==> src/rtl/pp_pkg.sv <==
// Shared definitions for the 12-bit sequencer program-counter stage:
// address width, instruction-class codes, interrupt vector and flow decoding.
package pp_pkg;

    localparam int AW = 12;

    localparam logic [3:0] KIND_NOP  = 4'b0000;
    localparam logic [3:0] KIND_BCC  = 4'b0100;
    localparam logic [3:0] KIND_JMP  = 4'b0101;
    localparam logic [3:0] KIND_JSB  = 4'b0110;
    localparam logic [3:0] KIND_RET  = 4'b0111;
    localparam logic [3:0] KIND_RETI = 4'b1000;
    localparam logic [3:0] KIND_ENAI = 4'b1001;
    localparam logic [3:0] KIND_DISI = 4'b1010;

    localparam logic [AW-1:0] INT_VECTOR = 12'h001;

    // Instructions that redirect flow must never be pre-empted by an interrupt.
    function automatic logic ctl_flow(input logic [3:0] kind);
        logic flow;
        case (kind)
            KIND_BCC, KIND_JMP, KIND_JSB, KIND_RET, KIND_RETI: flow = 1'b1;
            default:                                           flow = 1'b0;
        endcase
        return flow;
    endfunction

endpackage

==> src/rtl/ret_stack.sv <==
// DEPTH x AW return-address LIFO with registered top-of-stack, occupancy
// and sticky overflow/underflow flags.
module ret_stack
    import pp_pkg::*;
#(
    parameter int AW    = pp_pkg::AW,
    parameter int DEPTH = 8
) (
    input  logic                       clk,
    input  logic                       rst_n,
    input  logic                       push,
    input  logic                       pop,
    input  logic [AW-1:0]              din,
    output logic [AW-1:0]              top,
    output logic [$clog2(DEPTH):0]     depth,
    output logic                       ovf,
    output logic                       unf
);

    localparam int AI = $clog2(DEPTH);
    localparam int DW = AI + 1;

    logic [AW-1:0] mem_r [DEPTH];
    logic [AW-1:0] top_r;
    logic [DW-1:0] depth_r;
    logic          ovf_r;
    logic          unf_r;
    logic          full_s;
    logic          empty_s;
    logic [AI-1:0] below_idx_s;

    assign full_s      = (depth_r == DW'(DEPTH));
    assign empty_s     = (depth_r == {DW{1'b0}});
    assign below_idx_s = AI'(depth_r - DW'(2));

    // Stack update; a push when full overwrites the top slot, a pop when empty is dropped.
    always_ff @(posedge clk) begin
        if (!rst_n) begin
            for (int i = 0; i < DEPTH; i++) begin
                mem_r[i] <= {AW{1'b0}};
            end
            top_r   <= {AW{1'b0}};
            depth_r <= {DW{1'b0}};
            ovf_r   <= 1'b0;
            unf_r   <= 1'b0;
        end else if (push) begin
            top_r <= din;
            if (full_s) begin
                mem_r[DEPTH-1] <= din;
                ovf_r          <= 1'b1;
            end else begin
                mem_r[depth_r[AI-1:0]] <= din;
                depth_r                <= depth_r + DW'(1);
            end
        end else if (pop) begin
            if (empty_s) begin
                unf_r <= 1'b1;
            end else begin
                depth_r <= depth_r - DW'(1);
                top_r   <= (depth_r >= DW'(2)) ? mem_r[below_idx_s] : {AW{1'b0}};
            end
        end else begin
            top_r <= top_r;
        end
    end

    assign top   = top_r;
    assign depth = depth_r;
    assign ovf   = ovf_r;
    assign unf   = unf_r;

endmodule

==> src/rtl/pc_stack_unit.sv <==
// Program-counter stage: PC, return stack, interrupt enable/acknowledge,
// saved interrupt PC and the int_req_n synchroniser feeding the next-address mux.
module pc_stack_unit
    import pp_pkg::*;
#(
    parameter int AW    = pp_pkg::AW,
    parameter int DEPTH = 8,
    parameter int SYNC  = 2
) (
    input  logic                   clk,
    input  logic                   rst_n,
    input  logic                   pc_we,
    input  logic [3:0]             kind,
    input  logic [AW-1:0]          next_addr,
    input  logic                   int_req_n,
    output logic [AW-1:0]          pc,
    output logic [AW-1:0]          one_addr,
    output logic [AW-1:0]          stack_d,
    output logic [AW-1:0]          int_pc,
    output logic                   int_req,
    output logic                   int_en,
    output logic                   int_ack,
    output logic [$clog2(DEPTH):0] stk_depth,
    output logic                   stk_ovf,
    output logic                   stk_unf
);

    logic [AW-1:0]   pc_r;
    logic [AW-1:0]   int_pc_r;
    logic            ie_r;
    logic            int_ack_r;
    logic [SYNC-1:0] sync_r;
    logic            int_en_s;
    logic            take_s;
    logic            push_s;
    logic            pop_s;

    assign one_addr = pc_r + AW'(1);
    assign int_en_s = ie_r & ~ctl_flow(kind);
    // Same equation the mux uses to select the vector, so both sides agree on a take.
    assign take_s   = pc_we & int_en_s & ~sync_r[SYNC-1] & ~int_ack_r;
    assign push_s   = pc_we & (kind == KIND_JSB);
    assign pop_s    = pc_we & (kind == KIND_RET);

    // Request synchroniser shifts every cycle, independent of pc_we.
    always_ff @(posedge clk) begin
        if (!rst_n) begin
            sync_r <= {SYNC{1'b1}};
        end else begin
            sync_r <= {sync_r[SYNC-2:0], int_req_n};
        end
    end

    // Architectural PC and interrupt state, committed only on an advance.
    always_ff @(posedge clk) begin
        if (!rst_n) begin
            pc_r      <= {AW{1'b0}};
            int_pc_r  <= {AW{1'b0}};
            ie_r      <= 1'b0;
            int_ack_r <= 1'b0;
        end else if (pc_we) begin
            pc_r <= next_addr;
            case (kind)
                KIND_ENAI: ie_r <= 1'b1;
                KIND_DISI: ie_r <= 1'b0;
                default:   ie_r <= ie_r;
            endcase
            if (take_s) begin
                int_pc_r  <= one_addr;
                int_ack_r <= 1'b1;
            end else if (kind == KIND_RETI) begin
                int_ack_r <= 1'b0;
            end else begin
                int_ack_r <= int_ack_r;
            end
        end else begin
            pc_r <= pc_r;
        end
    end

    ret_stack #(.AW(AW), .DEPTH(DEPTH)) u_ret_stack (
        .clk   (clk),
        .rst_n (rst_n),
        .push  (push_s),
        .pop   (pop_s),
        .din   (one_addr),
        .top   (stack_d),
        .depth (stk_depth),
        .ovf   (stk_ovf),
        .unf   (stk_unf)
    );

    assign pc      = pc_r;
    assign int_pc  = int_pc_r;
    assign int_req = sync_r[SYNC-1];
    assign int_en  = int_en_s;
    assign int_ack = int_ack_r;

endmodule

==> config.mk <==
export PLATFORM = sky130hd
export DESIGN_NAME = pc_stack_unit
export DESIGN_NICKNAME = d
export VERILOG_FILES = /design/src/rtl/pp_pkg.sv /design/src/rtl/ret_stack.sv /design/src/rtl/pc_stack_unit.sv
export SDC_FILE = /design/constraint.sdc
export NUM_CORES = 1
export LEC_CHECK = 0
export BUFFER_PORTS_ARGS = -buffer_cell sky130_fd_sc_hd__buf_2
export CAP_MARGIN = 15
export CORE_AREA = 2 2 105 107
export DETAILED_ROUTE_END_ITERATION = 16
export DIE_AREA = 0 0 107 109
export PLACE_DENSITY_LB_ADDON = 0.08
export SYNTH_ARGS = -nofsm -noshare
export SYNTH_HDL_FRONTEND = slang
export SYNTH_SLANG_ARGS = --single-unit
==> constraint.sdc <==
create_clock -name clk -period 7.8 [get_ports clk]
set_input_delay 0.39 -clock clk [delete_from_list [all_inputs] [get_ports clk]]
set_output_delay 0.39 -clock clk [all_outputs]
set_load 0.1 [all_outputs]
After elaboration in Yosys (flattened, before gate mapping)
Memories as Yosys holds them, arrays and structs flattened.
Cells that the tools add are included.
Operators by class
  add/sub/neg operators: 4
  $lt $le $gt $ge: 1
  muxes and demuxes: 25
  shift operators: 0
  bitwise operators: 11
  reduce and logical (&&, ||, !) cells: 13
  divide/modulo/power cells: 0
  $mul: 0
  eq/ne operators: 10
Operators with widths (count)
  two-way mux 12 bit: 6
  == test 4 x 3 -> 1 bit, second input constant: 4
  == test 4 bit, second input constant: 4
  two-way mux 4 bit: 4
  two-way mux 1 bit: 13
  adder 12 x 1 -> 12 bit, second input constant: 1
  OR reduction 12 bit: 1
  AND reduction 2 bit: 5
  AND 1 bit: 6
  AND reduction 3 bit: 2
  nonzero test 2 bit: 3
  OR reduction 5 bit: 1
  adder 4 x 1 -> 4 bit, second input constant: 1
  >= comparator 4 x 2 -> 1 bit, second input constant: 1
  logical NOT 4 bit: 1
  inequality test 2 bit, second input constant: 2
  inverter 1 bit: 4
  subtractor 4 x 1 -> 4 bit, second input constant: 1
  two-way mux 3 bit: 1
  subtractor 3 x 2 -> 3 bit, second input constant: 1
  one-hot mux 1 bit (2 select lines): 1
  OR 1 bit: 1
Word-level totals
  bits in read-only memories: 0
  latch bits: 0
  register bits: 46
  output and inout bits: 57
  input port bits: 20
  RAM bits: 96
  memories kept: 1
Memory list
  u_ret_stack.mem_r: depth 8, width 12, read ports 1, clocked after Yosys merged registers in 0, wr ports 8, line ret_stack.sv:23  | logic [AW-1:0] mem_r [DEPTH];

Depth between registers and ports, before layout
Gate-level depths: netlist (run 1).
  depth after elaboration: 10
  depth in mapped cells: 9

By module
A second synthesis (run 1) with hierarchy kept.
Unflattened totals
  cells, all modules: 500
  area, all modules: 6576.3 sq um
By module, submodules not included
  ret_stack: seq. area each 3243.1 sq um, cells an instance 366, instances 1, area each 5280.1 sq um
  pc_stack_unit: seq. area each 560.5 sq um, cells an instance 134, instances 1, area each 1296.2 sq um

Worst setup path before layout (run 1)
No wires, ideal clock.
  kind: reg2reg
  start point: reg u_ret_stack.depth_r[1], in the netlist u_ret_stack.depth[1]
  end point: reg u_ret_stack.top_r[10], in the netlist u_ret_stack.top[10]
  data required time: 7671 ps
  arrival: 3167 ps
  setup slack: 4503 ps
  setup time: 129 ps
  period minus slack after synthesis: 3297 ps
  stages on the path, launching flop included: 10
  path through: dfxtp_1 > buf_4 > buf_2 > inv_1 > ha_1 > clkbuf_1 > mux4_2 > mux2_2 > nand3_1 > o211ai_1
Between the ends
  longest elaborated chain between the ends: 6
  elaborated cells on any way between the ends: 10
  classes of those cells: 1 x add/sub; 1 x order compare; 1 x eq/ne; 4 x mux; 2 x reduce/logical; 1 x memory
RTL lines
  start: declaration: line ret_stack.sv:25  | logic [DW-1:0] depth_r;
  start signal: assignment: line ret_stack.sv:43  | depth_r <= {DW{1'b0}};
  start signal: assignment: line ret_stack.sv:53  | depth_r <= depth_r + DW'(1);
  start signal: assignment: line ret_stack.sv:59  | depth_r <= depth_r - DW'(1);
  subtractor 3 x 2 -> 3 bit: line ret_stack.sv:34  | assign below_idx_s = AI'(depth_r - DW'(2));
  memory read (8 x 12 bit)
  two-way mux 12 bit: line ret_stack.sv:60  | top_r <= (depth_r >= DW'(2)) ? mem_r[below_idx_s] : {AW{1'b0}};
  two-way mux 12 bit: line ret_stack.sv:56  | if (empty_s) begin
  two-way mux 12 bit: line ret_stack.sv:55  | end else if (pop) begin
  two-way mux 12 bit: line ret_stack.sv:46  | end else if (push) begin
  end signal: assignment: line ret_stack.sv:47  | top_r <= din;
  end signal: assignment: line ret_stack.sv:60
  end signal: assignment: line ret_stack.sv:63  | top_r <= top_r;
  end: declaration: line ret_stack.sv:24  | logic [AW-1:0] top_r;
Several ways; a longest one is shown, not always the timed one. The select of a mux whose other input is x is not followed.
A chain may end at the register's enable or synchronous reset.

Worst setup path in the final report (run 1)
  start point: reg pc_r[0], in the netlist pc[0]
  end point: out one_addr[6]
Between the ends
  longest elaborated chain between the ends: 1
RTL lines
  start: declaration: line pc_stack_unit.sv:28  | logic [AW-1:0] pc_r;
  start signal: assignment: line pc_stack_unit.sv:57  | pc_r <= {AW{1'b0}};
  start signal: assignment: line pc_stack_unit.sv:62  | pc_r <= next_addr;
  start signal: assignment: line pc_stack_unit.sv:77  | pc_r <= pc_r;
  adder 12 x 1 -> 12 bit: line pc_stack_unit.sv:38  | assign one_addr = pc_r + AW'(1);
  end: declaration: line pc_stack_unit.sv:17  | output logic [AW-1:0] one_addr,
No other way between the ends.

==> flow_metrics.py, run 1 <==
metrics = {
    "cts": {
        "cts_root_buf": "clkbuf_8",
        "tritoncts": "done",
        "cts_setup_buffers": 0,
        "cts_resized": 0,
        "cts_buffers": 17,
        "clock_path_buffers": 2,
        "insertion_delay_ns": 0.52,
        "cts.reportedPaths.clkPinSlew_ns": 0.06,
        "htreeDepth": 4,
        "cts_hold_buffers": 0,
        "clock_sinks": 142,
    },
    "synthesis": {
        "async_flop_share_pct": 0,
        "syn-num-nets": 551,
        "synth-main-ff-cell": "edfxtp_1",
        "yosysTopAreaCell": "edfxtp_1",
        "seq_area_frac_synth_pct": 60.0,
        "synth_fa_ha_area_share_pct": 1.70,
        "ys_ff_latch": 142,
        "synth.most_common_cell": "nor2_1",
        "synth_area_leaders": "edfxtp_1 (45%), dfxtp_1 (15%), mux4_2 (8.5%), nor2_1 (7.6%), mux2i_1 (3.0%)",
        "synth-edff-count": 96,
        "synth_mux_area_share_pct": 12.4,
        "yosysTopAreaCellShare_pct": 45.5,
        "syn_area_sq_um": 6340,
        "synth-simple-area-share_pct": 14.3,
        "synth_warnings": 0,
        "synth_top_family_by_area": "simple AND/OR/NAND/NOR gates",
        "syn_inst": 523,
        "syn_avg_cell_area_sq_um": 12.1,
        "synth_xor_area_share_pct": 1.10,
        "synthDistinctLibCells": 50,
        "synthTopCellsByCount": "nor2_1 (129), edfxtp_1 (96), dfxtp_1 (46)",
        "synth-compound-area-share_pct": 6.47,
    },
    "placement": {
        "gp_congestion": 0.846,
        "io_buffers": 76,
        "dp_cells": 713,
        "dp_hpwl_microns": 9760,
    },
    "worst_setup_path": {
        "worstSetupStartpointType": "register",
        "critical_path.slowest_cell": "nor2_1",
        "path_buf_inv": 2,
        "critPathKind": "reg2out",
        "crit_family": "simple AND/OR/NAND/NOR gates",
        "arrival_ns": 3.20,
        "path_cells": "ha_1, nand3_1, o21a_1, nor2_1, inv_1, buf_2",
        "slowest_delay_ns": 0.78,
        "worstPathRequired_ns": 7.41,
        "end_kind": "output pin",
        "cp_max_fo": 14,
    },
    "floorplanning": {
        "initial_core_util_pct": 59.8,
        "die_width_microns": 107,
        "pin_count": 77,
        "fp.dieArea_sq_um": 11700,
        "core_sq_um": 10600,
        "rows": 38,
        "chipHeight_microns": 109,
    },
    "sta": {
        "period_share_pct": 46.1,
        "rsz0062_at_grt": "no",
        "finalSetupViolations": 0,
        "slew_headroom_pct": 29.2,
        "fin_tns_setup_ns": 0,
        "clock.fmax_ghz": 0.278,
        "worstMarginPinSlew_ns": 1.05,
        "hold_viol": 0,
        "maxSlewViolCount": 0,
        "period_needed_ns": 3.59,
        "clock_skew_ns": 0.00818,
    },
    "route": {
        "drcViolationCount": 0,
        "firstDrtPassIters": 5,
        "wirelength_microns": 14100,
        "avgViaCountPerCell": 5.80,
        "ant_nets": 0,
        "drt_iter0_drc": 401,
        "wire_per_inst_microns": 18.9,
        "vias": 4327,
    },
    "global_route": {
        "grt_max_degree": 36,
        "overflow": 0,
        "grt_pass1_vias": 4097,
        "grt_antenna_before_repair": 0,
        "track_usage_pct": 25.6,
        "grt_pass1_wl_microns": 22000,
    },
    "finish": {
        "n_antenna_cell": 0,
        "regArea_sq_um": 3800,
        "fill_cells": 743,
        "fin_cells": 746,
        "drive_gt1_share_pct": 25.6,
        "nets": 621,
        "multiInputGateArea_sq_um": 2280,
        "area_growth_pct": 16.2,
    },
    "min_path": {
        "hold_class": "in2reg",
    },
    "power_and_ir_drop": {
        "p_per_area_nw_per_um2": 239,
        "peakVddDrop_mv": 0.147,
        "leakage_uw": 0.00283,
    },
    "outcome": {
        "status": "finished clean",
    },
    "run": {
        "cap_viol_max_count": 0,
    },
}
==> per-stage QoR <==
stage / utilization, % / hold WS, ns / power [uW] / area, sq um / worst slack [ns]
6_report: 69.5 / 0.0511 / 1760 / 7370 / 4.21
5_1_grt: 69.5 / 0.0439 / 1810 / 7370 / 4.10
4_1_cts: 69.3 / 0.0387 / 1760 / 7350 / 4.23
3_5_place_dp: 64.2 / 0.400 / 1020 / 6800 / 4.46
3_3_place_gp: 64.2 / 0.389 / 1020 / 6800 / 4.67
2_1_floorplan: - / 0.386 / 983 / 6340 / 4.50
==> final cells by class <==
type	instances	share of cell area [%]
Clock buffer	17	5.62
Sequential cell	142	51.6
Clock inverter	15	1.83
Tap cell	140	2.38
Inverter	20	1.02
Multi-Input combinational cell	324	31.0
Timing Repair Buffer	88	6.55
==> cells by family (layout without fill, tap and decap cells) <==
| logic type | Yosys count | in the layout |
|---|---|---|
| AND/OR/NAND/NOR | 203 | 203 |
| flip-flops | 142 | 142 |
| AO/OA/AOI/OAI | 57 | 57 |
| buffers and inverters | 57 | 140 |
| multiplexers | 48 | 48 |
| adder cells (fa/ha/maj) | 8 | 8 |
| XOR/XNOR | 8 | 8 |
==> sequential cells by signal, summed over array words and instances (netlist names) <==
register	count
u_ret_stack.mem_r	96
int_ack	1
u_ret_stack.unf	1
pc	12
int_pc	12
u_ret_stack.ovf	1
sync_r	2
u_ret_stack.top	12
ie_r	1
u_ret_stack.depth	4
==> where the power goes <==
group	internal (uW)	total [uW]	switching, uW
clock	426	747	321
sequential	825	840	15.4
combinational	41.8	171	129
total	1290	1760	466
==> cell usage in the layout, fill, tap and decap left out, types with 3 or more instances in the layout <==
master / Yosys / routed
nand2b_1: 7 / 7
or3_1: 3 / 3
inv_6: 0 / 5
nand3_1: 16 / 16
clkinv_4: 0 / 4
o21ai_0: 15 / 14
nand2_1: 19 / 19
buf_2: 11 / 76
a22oi_1: 3 / 3
a2bb2oi_1: 3 / 3
dfxtp_1: 46 / 45
clkbuf_16: 0 / 16
buf_4: 3 / 11
nor2_1: 129 / 129
ha_1: 7 / 7
xnor2_1: 7 / 7
a21oi_1: 13 / 13
and2_1: 6 / 6
nor2b_1: 5 / 5
mux2i_1: 19 / 19
a211oi_2: 5 / 5
mux4_2: 24 / 24
mux2_2: 5 / 5
edfxtp_1: 96 / 96
clkinv_1: 1 / 4
o22ai_1: 3 / 3
nor3_1: 6 / 6
inv_1: 19 / 19
o211ai_1: 5 / 5
==> per-layer routing <==
layer / global-route usage, % / part of all wire, % / vias to the layer above
met3: 5.38 / 7.5 / 27
met5: 0 / 0 / -
li1: - / - / 2012
met4: 9.37 / 1.8 / 0
met2: 39.7 / 47 / 202
met1: 36.0 / 44 / 2086
==> worst reg2reg max path: stages (launching register included) <==
cell      delay [ns]
dfxtp_2         0.31
buf_4           0.46
inv_1           0.16
ha_1            0.97
mux4_2          0.45
nand2b_1        0.12
a21boi_0        0.10
o31a_1          0.29
==> path summary, 6_finish.rpt <==
kind / startpoint / end / slack (ns) / cells after the start
setup / recovery: pc[0]$_SDFFE_PN0P_ / one_addr[6] / 4.21 / 6
hold / removal: int_req_n / sync_r[0]$_SDFF_PN1_ / 0.05 / 2
setup reg to reg: u_ret_stack.depth[1]$_SDFFE_PN0P_ / u_ret_stack.top[5]$_SDFFE_PN0P_ / 4.84 / 7
hold reg to reg: sync_r[0]$_SDFF_PN1_ / sync_r[1]$_SDFF_PN1_ / 0.41 / 1
(Power assumes the default switching activity.)
==> run 2: changes to the inputs <==
--- a/config.mk
+++ b/config.mk
@@ -7,9 +7,9 @@
 export LEC_CHECK = 0
 export BUFFER_PORTS_ARGS = -buffer_cell sky130_fd_sc_hd__buf_2
 export CAP_MARGIN = 15
-export CORE_AREA = 2 2 105 107
+export CORE_AREA = 2 2 108 110
 export DETAILED_ROUTE_END_ITERATION = 16
-export DIE_AREA = 0 0 107 109
+export DIE_AREA = 0 0 110 112
 export PLACE_DENSITY_LB_ADDON = 0.08
 export SYNTH_ARGS = -nofsm -noshare
 export SYNTH_HDL_FRONTEND = slang
==> constraint.sdc (replaced) <==
create_clock -name clk -period 3.5 [get_ports clk]
set_input_delay 0.175 -clock clk [delete_from_list [all_inputs] [get_ports clk]]
set_output_delay 0.175 -clock clk [all_outputs]
set_load 0.1 [all_outputs]
==> flow_metrics.py, run 2 (same netlist as run 1, synthesis figures left out) <==
metrics = {
    "outcome": {
        "status": "finished clean",
    },
    "finish": {
        "fin_cells": 769,
        "nets": 641,
        "layout_commonest_cell": "nor2_1",
        "multiInputGateArea_sq_um": 2280,
        "n_antenna_cell": 0,
        "final_cell_mix": "nor2_1 (129), edfxtp_1 (96), buf_2 (76)",
        "regArea_sq_um": 3800,
        "drive_gt1_share_pct": 26.4,
        "fill_cells": 850,
        "regMostFlops": "u_ret_stack.mem_r",
        "area_growth_pct": 20.3,
        "largest_reg_flops": 96,
    },
    "cts": {
        "cts_root_buf": "clkbuf_16",
        "tritoncts": "done",
        "clock_path_buffers": 2,
        "clock_sinks": 142,
        "cts.reportedPaths.clkPinSlew_ns": 0.06,
        "cts_setup_buffers": 0,
        "insertion_delay_ns": 0.42,
        "htreeDepth": 4,
        "cts_hold_buffers": 10,
        "cts_buffers": 17,
        "cts_resized": 0,
    },
    "route": {
        "wire_per_inst_microns": 19.8,
        "avgViaCountPerCell": 5.84,
        "firstDrtPassIters": 6,
        "ant_nets": 0,
        "vias": 4488,
        "drcViolationCount": 0,
        "wirelength_microns": 15300,
        "drt_iter0_drc": 455,
    },
    "worst_setup_path": {
        "slowest_delay_ns": 0.75,
        "arrival_ns": 2.71,
        "end_kind": "output pin",
        "path_cells": "buf_4, ha_1, nand3_1, nor3_1, xnor2_1, inv_1, buf_2",
        "critPathKind": "reg2out",
        "cp_max_fo": 11,
        "worstPathRequired_ns": 3.32,
        "critical_path.slowest_cell": "xnor2_1",
        "worstSetupStartpointType": "register",
    },
    "global_route": {
        "overflow": 0,
        "grt_max_degree": 29,
        "grt_pass1_vias": 4332,
        "grt_antenna_before_repair": 0,
        "grt_pass1_wl_microns": 23700,
        "track_usage_pct": 26.6,
    },
    "sta": {
        "period_share_pct": 82.3,
        "slew_headroom_pct": 36.4,
        "fin_tns_setup_ns": 0,
        "fin_hold_ws_ns": 0.00898,
        "worstMarginPinSlew_ns": 0.947,
        "rsz0062_at_grt": "no",
        "clock.fmax_ghz": 0.347,
        "period_needed_ns": 2.88,
        "clock_skew_ns": 0.00614,
        "finalSetupViolations": 0,
        "hold_viol": 0,
        "maxSlewViolCount": 0,
    },
    "placement": {
        "dp_hpwl_microns": 10600,
        "io_buffers": 76,
        "gp_congestion": 0.848,
        "dp_cells": 727,
    },
    "power_and_ir_drop": {
        "leakage_uw": 0.00297,
        "peakVddDrop_mv": 0.383,
        "p_per_area_nw_per_um2": 554,
        "finalPower_uw": 4230,
    },
    "floorplanning": {
        "initial_core_util_pct": 56.8,
        "die_width_microns": 110,
        "core_sq_um": 11200,
        "fp.dieArea_sq_um": 12300,
        "rows": 39,
        "chipHeight_microns": 112,
        "pin_count": 77,
    },
    "min_path": {
        "hold_class": "in2reg",
    },
    "run": {
        "cap_viol_max_count": 0,
    },
}
run 2: cell types whose count changed in the layout (fill, tap and decap cells not counted):
cell	change
bufinv_16	+4
clkinvlp_4	-1
clkbuf_8	-1
clkinv_2	+1
dlygate4sd3_1	+10
buf_12	-1
inv_6	-3
clkbuf_16	+1
buf_4	+11
clkinv_4	-1
run 2: metrics by stage:
stage | utilization [%] | area [sq um] | setup slack [ns]
6_report | 68.3 | 7630 | 0.620
5_1_grt | 68.3 | 7630 | 0.471
4_1_cts | 68.3 | 7630 | 0.629
3_5_place_dp | 61.7 | 6890 | 0.781
3_3_place_gp | 61.7 | 6890 | 0.878
2_1_floorplan | - | 6340 | 0.203
run 2: final timing paths:
path                                startpoint                               to  slack [ns]  cells past startpoint
max reg2reg  u_ret_stack.depth[2]$_SDFFE_PN0P_  u_ret_stack.top[4]$_SDFFE_PN0P_        0.93                      6
min reg2reg               sync_r[0]$_SDFF_PN1_             sync_r[1]$_SDFF_PN1_        0.40                      1
min                               next_addr[3]               pc[3]$_SDFFE_PN0P_       0.009                      3
max                         pc[0]$_SDFFE_PN0P_                      one_addr[8]        0.62                      7
run 2: metal layers:
metal  global-route usage (%)  wire length, microns  vias to the layer above
li1                         -                     -                     2052
met1                     38.4                  6920                     2207
met2                     39.1                  6860                      208
met3                     6.15                  1240                       21
met4                     10.2                   236                        0
met5                        0                     0                        -
run 2: cell type report:
cell class / instances / share of cell area, %
flip-flops and latches: 142 / 49.9
multi-input cells: 324 / 29.9
repair buffers: 108 / 8.46
clock buffers: 17 / 5.57
clock inverters: 15 / 2.85
well taps: 143 / 2.34
inverters: 20 / 0.984
run 2: critical path, delay by kind of cell, from the launching register on:
kind | cells | cell delay [ns]
xor+xnor | 1 | 0.75
flops | 1 | 0.33
buf+inv | 3 | 0.63
simple gates | 2 | 0.32
fa+ha+maj | 1 | 0.24
run 2: where the power goes:
group,total (uW),switching [uW],internal [uW]
combinational,401,297,104
clock,1950,691,1260
sequential,1870,33.1,1840
total,4230,1020,3200
